## config.mk

```make
export PLATFORM = sky130hd
export DESIGN_NAME = ft_alu_op_scheduler
export DESIGN_NICKNAME = d
export VERILOG_FILES = /design/src/rtl/ft_alu_op_scheduler.sv
export SDC_FILE = /design/constraint.sdc
export NUM_CORES = 1
export LEC_CHECK = 0
export ABC_AREA = 1
export CORE_MARGIN = 2
export CORE_UTILIZATION = 47
export DETAILED_ROUTE_END_ITERATION = 8
export PLACE_DENSITY = 0.84
export SKIP_LAST_GASP = 1
export SYNTH_ARGS = -nofsm -noshare
export SYNTH_HDL_FRONTEND = slang
export SYNTH_SLANG_ARGS = --single-unit
export TNS_END_PERCENT = 5
```

## constraint.sdc

```tcl
create_clock -name clk -period 1.4 [get_ports clk]
set_input_delay 0.28 -clock clk [delete_from_list [all_inputs] [get_ports clk]]
set_output_delay 0.28 -clock clk [all_outputs]
set_load 0.05 [all_outputs]
```

## src/rtl/ft_alu_op_scheduler.sv

```systemverilog
// rtl/ft_alu_op_scheduler.sv - request sequencer and retry controller for the dual-channel fault-tolerant 3-bit ALU
//
// Purpose:
//   Accepts one ALU operation at a time and encodes it into the ALU input
//   code: operands, odd codeword parity and one-hot control. It holds the
//   inputs for SETTLE_CYCLES, then checks both output channels. A channel
//   passes only if its two-rail error pair reads 10. The two channels must
//   also agree on sum and carry. A failed check re-issues the operation up
//   to MAX_RETRY times. The result is then returned with a status code.
//
// Ports:
//   clk, rst                  clock (rising edge), synchronous active-high reset
//   req_valid/req_ready       request handshake; ready only while idle
//   req_a, req_b, req_op      operands and operation (00 A+B, 01 A-B, 10 B-A, 11 illegal)
//   alu_a, alu_b              registered ALU operands
//   alu_par                   odd-parity bit over {alu_a, alu_b}
//   alu_c                     one-hot ALU control C2..C0
//   alu_x, alu_xc, alu_xe     X channel sum, carry and error pair {XE1,XE0}
//   alu_y, alu_yc, alu_ye     Y channel sum, carry and error pair {YE1,YE0}
//   rsp_valid/rsp_ready       response handshake; response held until accepted
//   rsp_sum, rsp_carry        result taken from the X channel
//   rsp_status                00 ok, 01 ok after retry, 10 failed, 11 illegal op
//   rsp_retries               number of re-issues performed

module ft_alu_op_scheduler #(
    parameter int SETTLE_CYCLES = 2,
    parameter int MAX_RETRY     = 2
) (
    input  logic       clk,
    input  logic       rst,
    input  logic       req_valid,
    output logic       req_ready,
    input  logic [2:0] req_a,
    input  logic [2:0] req_b,
    input  logic [1:0] req_op,
    output logic [2:0] alu_a,
    output logic [2:0] alu_b,
    output logic       alu_par,
    output logic [2:0] alu_c,
    input  logic [2:0] alu_x,
    input  logic       alu_xc,
    input  logic [1:0] alu_xe,
    input  logic [2:0] alu_y,
    input  logic       alu_yc,
    input  logic [1:0] alu_ye,
    output logic       rsp_valid,
    input  logic       rsp_ready,
    output logic [2:0] rsp_sum,
    output logic       rsp_carry,
    output logic [1:0] rsp_status,
    output logic [1:0] rsp_retries
);

    typedef enum logic [1:0] {
        ST_IDLE   = 2'd0,
        ST_SETTLE = 2'd1,
        ST_CHECK  = 2'd2,
        ST_DONE   = 2'd3
    } state_e;

    localparam logic [3:0] SETTLE_LOAD = 4'(SETTLE_CYCLES - 1);
    localparam logic [1:0] RETRY_LIMIT = 2'(MAX_RETRY);

    localparam logic [1:0] ST_OK       = 2'b00;
    localparam logic [1:0] ST_OK_RETRY = 2'b01;
    localparam logic [1:0] ST_FAILED   = 2'b10;
    localparam logic [1:0] ST_ILLEGAL  = 2'b11;

    // Two-rail pair value that means "no error"; 01 is a reported error and
    // 00/11 indicate a broken checker, so anything but 10 fails the check.
    localparam logic [1:0] PAIR_OK = 2'b10;

    state_e     state_q, state_d;
    logic [3:0] settle_cnt_q, settle_cnt_d;
    logic [1:0] retry_q, retry_d;
    logic [2:0] alu_a_q, alu_a_d;
    logic [2:0] alu_b_q, alu_b_d;
    logic       alu_par_q, alu_par_d;
    logic [2:0] alu_c_q, alu_c_d;
    logic [2:0] rsp_sum_q, rsp_sum_d;
    logic       rsp_carry_q, rsp_carry_d;
    logic [1:0] rsp_status_q, rsp_status_d;
    logic [1:0] rsp_retries_q, rsp_retries_d;

    logic       chk_pass;
    logic [2:0] op_ctrl;

    assign chk_pass = (alu_xe == PAIR_OK) && (alu_ye == PAIR_OK) &&
                      (alu_x == alu_y) && (alu_xc == alu_yc);

    // One-hot control: the ALU negates B for A-B and negates A for B-A.
    always_comb begin
        op_ctrl = 3'b000;
        case (req_op)
            2'b00:   op_ctrl = 3'b001;
            2'b01:   op_ctrl = 3'b010;
            2'b10:   op_ctrl = 3'b100;
            default: op_ctrl = 3'b000;
        endcase
    end

    always_comb begin
        state_d       = state_q;
        settle_cnt_d  = settle_cnt_q;
        retry_d       = retry_q;
        alu_a_d       = alu_a_q;
        alu_b_d       = alu_b_q;
        alu_par_d     = alu_par_q;
        alu_c_d       = alu_c_q;
        rsp_sum_d     = rsp_sum_q;
        rsp_carry_d   = rsp_carry_q;
        rsp_status_d  = rsp_status_q;
        rsp_retries_d = rsp_retries_q;

        case (state_q)
            ST_IDLE: begin
                if (req_valid) begin
                    if (req_op == 2'b11) begin
                        // Illegal op never reaches the ALU; its inputs keep
                        // whatever the previous operation left there.
                        rsp_sum_d     = 3'b000;
                        rsp_carry_d   = 1'b0;
                        rsp_status_d  = ST_ILLEGAL;
                        rsp_retries_d = 2'b00;
                        state_d       = ST_DONE;
                    end else begin
                        alu_a_d      = req_a;
                        alu_b_d      = req_b;
                        // Makes the 7-bit codeword {A,B,PAR} odd parity.
                        alu_par_d    = ~(^req_a ^ ^req_b);
                        alu_c_d      = op_ctrl;
                        settle_cnt_d = SETTLE_LOAD;
                        retry_d      = 2'b00;
                        state_d      = ST_SETTLE;
                    end
                end
            end

            ST_SETTLE: begin
                if (settle_cnt_q == 4'd0) begin
                    state_d = ST_CHECK;
                end else begin
                    settle_cnt_d = settle_cnt_q - 4'd1;
                end
            end

            ST_CHECK: begin
                if (chk_pass) begin
                    rsp_sum_d     = alu_x;
                    rsp_carry_d   = alu_xc;
                    rsp_status_d  = (retry_q == 2'b00) ? ST_OK : ST_OK_RETRY;
                    rsp_retries_d = retry_q;
                    state_d       = ST_DONE;
                end else if (retry_q < RETRY_LIMIT) begin
                    // Re-issue: ALU inputs stay as registered, only the
                    // settle window restarts.
                    retry_d      = retry_q + 2'd1;
                    settle_cnt_d = SETTLE_LOAD;
                    state_d      = ST_SETTLE;
                end else begin
                    rsp_sum_d     = alu_x;
                    rsp_carry_d   = alu_xc;
                    rsp_status_d  = ST_FAILED;
                    rsp_retries_d = retry_q;
                    state_d       = ST_DONE;
                end
            end

            ST_DONE: begin
                if (rsp_ready) begin
                    state_d = ST_IDLE;
                end
            end

            default: begin
                state_d = ST_IDLE;
            end
        endcase
    end

    always_ff @(posedge clk) begin
        if (rst) begin
            state_q       <= ST_IDLE;
            settle_cnt_q  <= 4'd0;
            retry_q       <= 2'b00;
            alu_a_q       <= 3'b000;
            alu_b_q       <= 3'b000;
            alu_par_q     <= 1'b0;
            alu_c_q       <= 3'b000;
            rsp_sum_q     <= 3'b000;
            rsp_carry_q   <= 1'b0;
            rsp_status_q  <= 2'b00;
            rsp_retries_q <= 2'b00;
        end else begin
            state_q       <= state_d;
            settle_cnt_q  <= settle_cnt_d;
            retry_q       <= retry_d;
            alu_a_q       <= alu_a_d;
            alu_b_q       <= alu_b_d;
            alu_par_q     <= alu_par_d;
            alu_c_q       <= alu_c_d;
            rsp_sum_q     <= rsp_sum_d;
            rsp_carry_q   <= rsp_carry_d;
            rsp_status_q  <= rsp_status_d;
            rsp_retries_q <= rsp_retries_d;
        end
    end

    assign req_ready   = (state_q == ST_IDLE);
    assign rsp_valid   = (state_q == ST_DONE);
    assign alu_a       = alu_a_q;
    assign alu_b       = alu_b_q;
    assign alu_par     = alu_par_q;
    assign alu_c       = alu_c_q;
    assign rsp_sum     = rsp_sum_q;
    assign rsp_carry   = rsp_carry_q;
    assign rsp_status  = rsp_status_q;
    assign rsp_retries = rsp_retries_q;

endmodule

```

After elaboration in Yosys (flattened, before gate mapping)
Index checks and enable logic that the tools add are counted.

Bits of input ports: 24. Output and inout bits: 20. Register bits: 26.

$lt $le $gt $ge: 1. Add/subtract/negate cells: 2. Muxes and demuxes: 40. Bitwise gates (word level): 3. Reduce and logical (&&, ||, !) cells: 16. Eq/ne operators: 19.

Operator list (number): $mux 2 (18); $mux 4 (5); $eq 2x2->1 const B (6); $mux 3 (4); $ne 2x2->1 const B (6); $pmux 2 s2 (3); $pmux 4 s3 (1); $pmux 3 s3 (1); $pmux 2 s4 (1); $logic_not 2->1 (3); $pmux 3 s2 (1); $reduce_and 3->1 (2); $reduce_and 6->1 (1); $reduce_xor 3->1 (2); $mux 1 (5); $reduce_and 5->1 (1); $eq 2x1->1 const B (2); $logic_not 4->1 (1); $ne 2x1->1 const B (2); $reduce_and 4->1 (1); $sub 4x1->4 const B (1); $eq 3x3->1 (1); $logic_and 1x1->1 (3); $ne 3x3->1 const B (1); 8 further kinds (9).

Longest topological paths before layout
Gate-level depths: netlist of run 1.

Depth after elaboration: 6. Mapped depth: 10. Mapped depth without buffers: 10.

Least setup slack after synthesis of run 1
No wires, ideal clock.

Kind: flip-flop to flip-flop. Start: register state_q[0]. End: register settle_cnt_q[0]. Cell stages (with the launch flop): 8. Arrival time: 1336 ps. Clock period less this slack: 1449 ps. Data required time: 1287 ps. Setup slack: -49 ps. Path through: dfxtp_1 -> nor2_4 -> a21boi_4 -> nor2_4 -> nand3_4 -> nand2_1 -> nand2_1 -> nor2_1.

Longest elaborated chain between the ends: 3.

Ends and longest elaborated chain: start: declaration (line 73) `state_e state_q, state_d;`; start signal: assignment (line 195) `state_q <= state_d;`; $logic_not 2->1 *; via req_ready (line 32) `output logic req_ready,`; $ne 2x2->1 (no source line) or $reduce_bool 3->1 (tied branches); $reduce_and 6->1 (no source line); end signal: assignment (line 196) `settle_cnt_q <= settle_cnt_d;`; end: declaration (line 74) `logic [3:0] settle_cnt_q, settle_cnt_d;`.

Mark *: on every way through the listed nets, which the timed path passes. The rest lies on a longest branch. A chain may end at the register's enable or synchronous reset.

Worst setup path in the final report of run 1
Start: register state_q[0]. End: register retry_q[0].

Longest elaborated chain between the ends: 3.

Ends and longest elaborated chain: $eq 2x2->1 or $logic_not 2->1 (tied branches) (line 115) `case (state_q)`; $ne 2x2->1 (no source line) or $reduce_bool 2->1 (tied branches); $reduce_and 5->1 (no source line); end signal: assignment (line 197) `retry_q <= retry_d;`; end: declaration (line 75) `logic [1:0] retry_q, retry_d;`.

Several ways; a longest one is shown, not always the timed one.

==> results of run 1 <==
## routing by layer
layer / global-route usage / vias to the layer above / routed length (µm)
met5: 0 / - / 0
met1: 0.251 / 754 / 1750
met3: 0.0640 / 12 / 206
li1: - / 828 / -
met2: 0.413 / 45 / 2100
met4: 0.0932 / 0 / 116
## worst max-delay path by stage
stage                    start              end  slack, ps  cells past startpoint
6_report            state_q[0]       retry_q[0]         10                      8
5_1_grt             state_q[0]       retry_q[1]        -80                      9
4_1_cts        settle_cnt_q[0]  settle_cnt_q[0]         -6                      9
3_5_place_dp            alu_xc  settle_cnt_q[0]       -400                     10
3_3_place_gp            alu_xc  settle_cnt_q[0]       -340                     10
2_1_floorplan       state_q[1]  settle_cnt_q[0]         -7                      7
## stage by stage
step | worst slack (ps) | instance area, µm² | TNS [ps] | instances | hold WS, ps
after floorplan | -6.95 | 1510 | -6.95 | 219 | 415
after global placement | -344 | 2330 | -6200 | 321 | 484
after detailed placement | -403 | 2330 | -7830 | 321 | 489
after CTS | -5.81 | 2390 | -9.38 | 327 | 502
after global routing | -79.3 | 2480 | -524 | 329 | 503
final | 13.5 | 2480 | 0 | 329 | 509
## flip-flops by register name, indices dropped and copies added, names as in the netlist
name / count
alu_a: 3
alu_b: 3
alu_c: 3
alu_par: 1
retry_q: 2
rsp_carry: 1
rsp_retries: 2
rsp_status: 2
rsp_sum: 3
settle_cnt_q: 4
state_q: 2
## layout by cell type, fill, tap and decap left out, types with 3 or more instances in the layout
master           Yosys  final
a21oi_1             11     10
buf_12               0     21
buf_4                1     22
clkbuf_4             0      3
clkdlybuf4s50_1      0     15
dfxtp_1             26     23
dlygate4sd2_1        0      6
inv_1               33     31
inv_2                1      3
nand2_1             54     50
nand2_2              5      6
nand2_4              1      4
nand3_1             11     10
nand4_1              6      6
nor2_1              29     25
nor2_2               3      6
nor2_4               3      4
o21ai_0             11      9
xor2_1               4      4
## kinds of logic after synthesis
group                      synth area share
and+or+nand+nor                       0.371
xor gates and xnor gates             0.0348
adders and majority gates            0.0248
DFF                                   0.344
AOI/OAI and AO/OA                     0.123
buffers and inverters                 0.103
## cell type report
| type | instances | share of cell area |
|---|---|---|
| inverters | 34 | 0.0514 |
| flip-flops and latches | 26 | 0.213 |
| clock buffers | 4 | 0.0146 |
| multi-input cells | 155 | 0.371 |
| well taps | 44 | 0.0222 |
| repair buffers | 66 | 0.328 |
## power by group through the flow
stage | Sequential, mW | Combinational [mW] | Clock, mW
after global placement | 1.04 | 1.79 | 0
after detailed placement | 1.04 | 1.84 | 0
after global routing | 1.05 | 2.18 | 0.428
final | 1.04 | 2.03 | 0.380
after CTS | 1.03 | 1.86 | 0.393
after floorplan | 1.28 | 0.824 | 0
## critical path: stages, from the launching register on
cell and delay (ps):
dfxtp_4 400, nor2_4 50, buf_4 160, nand2_4 60, nand2_4 60, a31oi_2 280
nand4_1 160, nand2_1 90, nor2_1 40
## timing repair
| item | CTS | global route |
|---|---|---|
| buffers inserted | 2 | 2 |
| endpoints found under the setup margin | 7 | 19 |
| gates resized for setup | 12 | 24 |
| pin swaps | 5 | 13 |
==> run_results.csv, run 1 <==
group,metric,value,unit
outcome,outcome,"finished clean",
route,drt-initial-drc-count,83,
timing,period_needed,1390,ps
floorplan,row_count,20,
pwr,powerDensity,1390,nW/µm²
pwr,p_leak,1.21,nW
placed_design,dp_hpwl,3000,µm
timing,setup_violations,0,
floorplan,ios,44,
critical_path,critical_path_required,1640,ps
timing,worst_pin_slew,539,ps
floorplan,core_area,3050,µm²
critical_path,rrSetupSlack,10,ps
grt,antenna_found_initial,0,
final_layout,antenna_cells,0,
clock_network,htree_num_levels,1,
yosys,synth_enable_flop_cells,0,
yosys,yosysTopAreaCell,"dfxtp_1",
critical_path,r2r-start,"state_q[0]",
clock_network,cts_root_buffer,"clkbuf_4",
clock_network,numCtsBuffers,3,
yosys,yosysSeqAreaShare,0.344,
yosys,yosysWarnings,0,
floorplan,die_x,60.7,µm
final_layout,syn2layout_area_growth,64.2,%
final_layout,nFillCells,206,
clock_network,cts_tree,"built",
yosys,synth-async-reset-ratio,0,
grt,grt_max_degree,19,
grt,track_usage,0.229,
floorplan,start_util,0.495,
critical_path,r2r_cells,8,
route,avgViaCountPerCell,4.98,
yosys,ys_ff_latch,26,
yosys,netlist.area_leader.share,0.344,
critical_path,crit_type,"flip-flop to flip-flop",
yosys,synth_cell_types,31,
pwr,swShare,0.428,
hold_path,worstHoldPathType,"flip-flop to flip-flop",
pwr,p_comb_frac,0.588,
route,routed_wl,4180,µm
timing,skew,4.98,ps
yosys,synthFlopType,"dfxtp_1",
final_layout,multi_input_area,921,µm²
grt,grt_pass1_wl,6350,µm
final_layout,ff_latch_area,529,µm²
pwr,p_int,1.97,mW
placed_design,io_buffers,43,
grt,grt_pass1_vias,1567,
pwr,power_switching,1.48,mW
route,first_pass_iters,4,
critical_path,endpoint_kind,"flip-flop",
critical_path,startpoint_type,"flip-flop",
yosys,synth_area_per_cell,6.90,µm²
hold_path,hold_path_depth,2,
timing,drv_slew,0,
floorplan,dieArea,3690,µm²
timing,hold_viol,0,
final_layout,final_core_util,0.813,
critical_path,cp_max_fo,5,
clock_network,cts.sinks,26,
yosys,netlist_instances,219,
grt,grt_overflow,0,
timing,fmax,0.721,GHz
timing,max_slew_margin,0.640,
yosys,synthesis.nets,246,
yosys,synth_most_common_cell,"nand2_1",
route,post_drt_wl_per_cell,12.7,µm
clock_network,hold_buffers,0,
pwr,vdd_drop_max,0.00106,V
yosys,yosys-top-cells-count,"nand2_1, inv_1, nor2_1",
flow_run,drv_cap,0,
critical_path,crit_arrival,1630,ps
pwr,fin_total_pwr,3.45,mW
final_layout,layout.nets,313,
final_layout,layout-drive-gt1-share,0.298,
hold_path,worstHoldStart,"rsp_status[1]",
clock_network,clk_latency,320,ps
hold_path,min_to,"rsp_status[1]",
critical_path,worstReg2RegEnd,"retry_q[0]",
timing,fin_crit_sh,0.990,
clock_network,clk_pin_slew_worst_paths,140,ps
clock_network,clock_path_buffers,2,
route,postRouteAntennaNets,0,
pwr,p_seq_frac,0.302,
timing,rsz0062_at_grt,"true",
pwr,pwr-share-clk,0.110,
route,vias,1639,
route,drc,0,
yosys,syn_area,1510,µm²
floorplan,die_h,60.7,µm
yosys,yosys-top-cells-area,"dfxtp_1, nand2_1, inv_1, nor2_1, a21oi_1",
placed_design,place_congestion,0.815,
(Power assumes the default switching activity.)
==> run 2, diff against run 1 <==
- CELL_PAD_IN_SITES_DETAIL_PLACEMENT: default -> 1
- CELL_PAD_IN_SITES_GLOBAL_PLACEMENT: default -> 1
- CORE_UTILIZATION: 47 -> 33
- PLACE_DENSITY: 0.84 -> 0.85
==> run 2 against run 1 <==
The run now ends with negative setup slack left. Clock skew rose by 5.7 ps. Worst hold slack got worse by 35 ps. Sequential power barely moved. Largest cell class unchanged. First-iteration DRC count rose by 8.4%. Via count rose by 5.4%. Setup slack got worse by 65 ps. Design area rose by 4.3%. Register-to-register slack barely moved. Count of clock-buffer cells in the layout fell by 1.
==> run_results.csv, run 2 (synthesized netlist as in run 1, its figures left out) <==
group,metric,value,unit
outcome,outcome,"finished, violations left",
outcome,violations,"negative setup slack",
critical_path,r2r_cells,8,
flow_run,drv_cap,0,
floorplan,dieArea,5140,µm²
final_layout,largest_reg_flops,4,
route,first_pass_iters,4,
clock_network,numCtsBuffers,3,
clock_network,cts.sinks,26,
pwr,fin_total_pwr,3.88,mW
floorplan,core_area,4380,µm²
final_layout,final_cell_area,2590,µm²
clock_network,cts_tree,"built",
route,routed_wl,5780,µm
clock_network,clock_path_buffers,2,
floorplan,ios,44,
critical_path,cp_max_fo,5,
critical_path,crit_family,"simple AND/OR/NAND/NOR gates",
placed_design,place_congestion,0.758,
clock_network,htree_num_levels,1,
final_layout,layout-drive-gt1-share,0.316,
timing,period_needed,1450,ps
grt,antenna_found_initial,0,
final_layout,layout.nets,316,
clock_network,cts_root_buffer,"clkbuf_8",
floorplan,die_h,71.7,µm
critical_path,slowest_stage,"clkdlybuf4s50_1",
hold_path,hold_path_depth,4,
clock_network,clk_latency,290,ps
floorplan,row_count,24,
timing,hold_viol,0,
final_layout,final_common_cell,"nand2_1",
critical_path,crit_type,"input port to flip-flop",
critical_path,r2r-start,"state_q[1]",
placed_design,dpl_cell_area,2330,µm²
final_layout,antenna_cells,0,
timing,fmax,0.689,GHz
pwr,powerDensity,1500,nW/µm²
placed_design,dp_hpwl,3680,µm
critical_path,startpoint_type,"input port",
critical_path,cp.depth,8,
hold_path,worstHoldStart,"req_b[1]",
route,drt-initial-drc-count,90,
hold_path,worstHoldPathType,"input port to flip-flop",
critical_path,endpoint_kind,"flip-flop",
timing,worst_slack,-51.6,ps
floorplan,die_x,71.7,µm
pwr,vdd_drop_max,0.000613,V
timing,fin_crit_sh,1.04,
final_layout,most-common-layout-cells,"nand2_1, inv_1, nor2_1",
placed_design,pre_cts_ws,-465,ps
critical_path,cp_cell_sequence,"clkdlybuf4s50_1 -> nand2_4 -> a21boi_4 -> nor2_4 -> nand3_4 -> nand2_2 -> nand2_1 -> nor2_1",
floorplan,start_util,0.345,
timing,final.setup.tns,-78.2,ps
timing,worst_pin_slew,609,ps
final_layout,syn2layout_area_growth,71.4,%
timing,setup_violations,4,
final_layout,top_register,"settle_cnt_q",
route,avgViaCountPerCell,5.08,
timing,rsz0062_at_grt,"true",
grt,track_usage,0.201,
critical_path,startpoint,"req_op[1]",
route,drc,0,
timing,max_slew_margin,0.594,
placed_design,io_buffers,43,
critical_path,crit_arrival,1660,ps
critical_path,critical_path_required,1610,ps
timing,drv_slew,0,
timing,skew,10.7,ps
grt,grt_pass1_wl,8110,µm
clock_network,hold_buffers,0,
grt,grt_pass1_vias,1727,
route,postRouteAntennaNets,0,
critical_path,crit_buf_inv,1,
route,vias,1727,
grt,grt_max_degree,19,
route,post_drt_wl_per_cell,17.0,µm
critical_path,cp_slowest_stage_delay,510,ps
clock_network,clk_pin_slew_worst_paths,100,ps
pwr,p_leak,1.29,nW
grt,grt_overflow,0,
[run 2: cell types whose count changed in the layout (fill, tap and decap cells not counted), moves of 2 or more]
cell	change
clkdlybuf4s50_1	-5
dlymetal6s2s_1	+5
nand2_2	+5
nand2_1	-4
clkbuf_4	-3
clkbuf_8	+2
[run 2: power by group]
group,switching (mW),internal (mW)
clock network,0.264,0.384
registers,0.147,0.894
logic,1.24,0.945
[run 2: timing repair]
item,4_1_cts,5_1_grt
buffers inserted,1,6
endpoints found under the setup margin,21,24
gates cloned,0,1
pin swaps,7,18
resized for setup,12,34
[run 2: worst paths after layout]
path,slack [ps],end
max,-50,settle_cnt_q[0]
min,470,alu_b[1]
max reg2reg,0,settle_cnt_q[0]
min reg2reg,500,rsp_status[1]
[run 2: routing by layer]
metal	wire length, µm	track usage	vias to the layer above
met5	0	0	-
met3	197	0.0309	16
met2	3130	0.365	49
met1	2280	0.236	839
met4	176	0.0755	0
li1	-	-	823
[run 2: layout make-up]
type / count / area [µm²]
clock inverter: 1 / 30.0
multi-input combinational: 156 / 955
inverter: 34 / 128
timing repair buffer: 68 / 845
sequential: 26 / 527
tap: 52 / 65.1
fill: 529 / 1790
clock buffer: 3 / 41.3
[run 2: through the flow]
stage / instances / hold slack, ps / utilization
floorplan: 219 / 415 / -
global placement: 328 / 483 / 0.531
detailed placement: 328 / 489 / 0.531
CTS: 333 / 503 / 0.551
global route: 340 / 485 / 0.591
finish: 340 / 474 / 0.591
[run 2: worst min-delay path: stages]
cell            delay, ps
dlymetal6s2s_1        150
inv_1                 110
buf_4                 120
a21oi_1                60
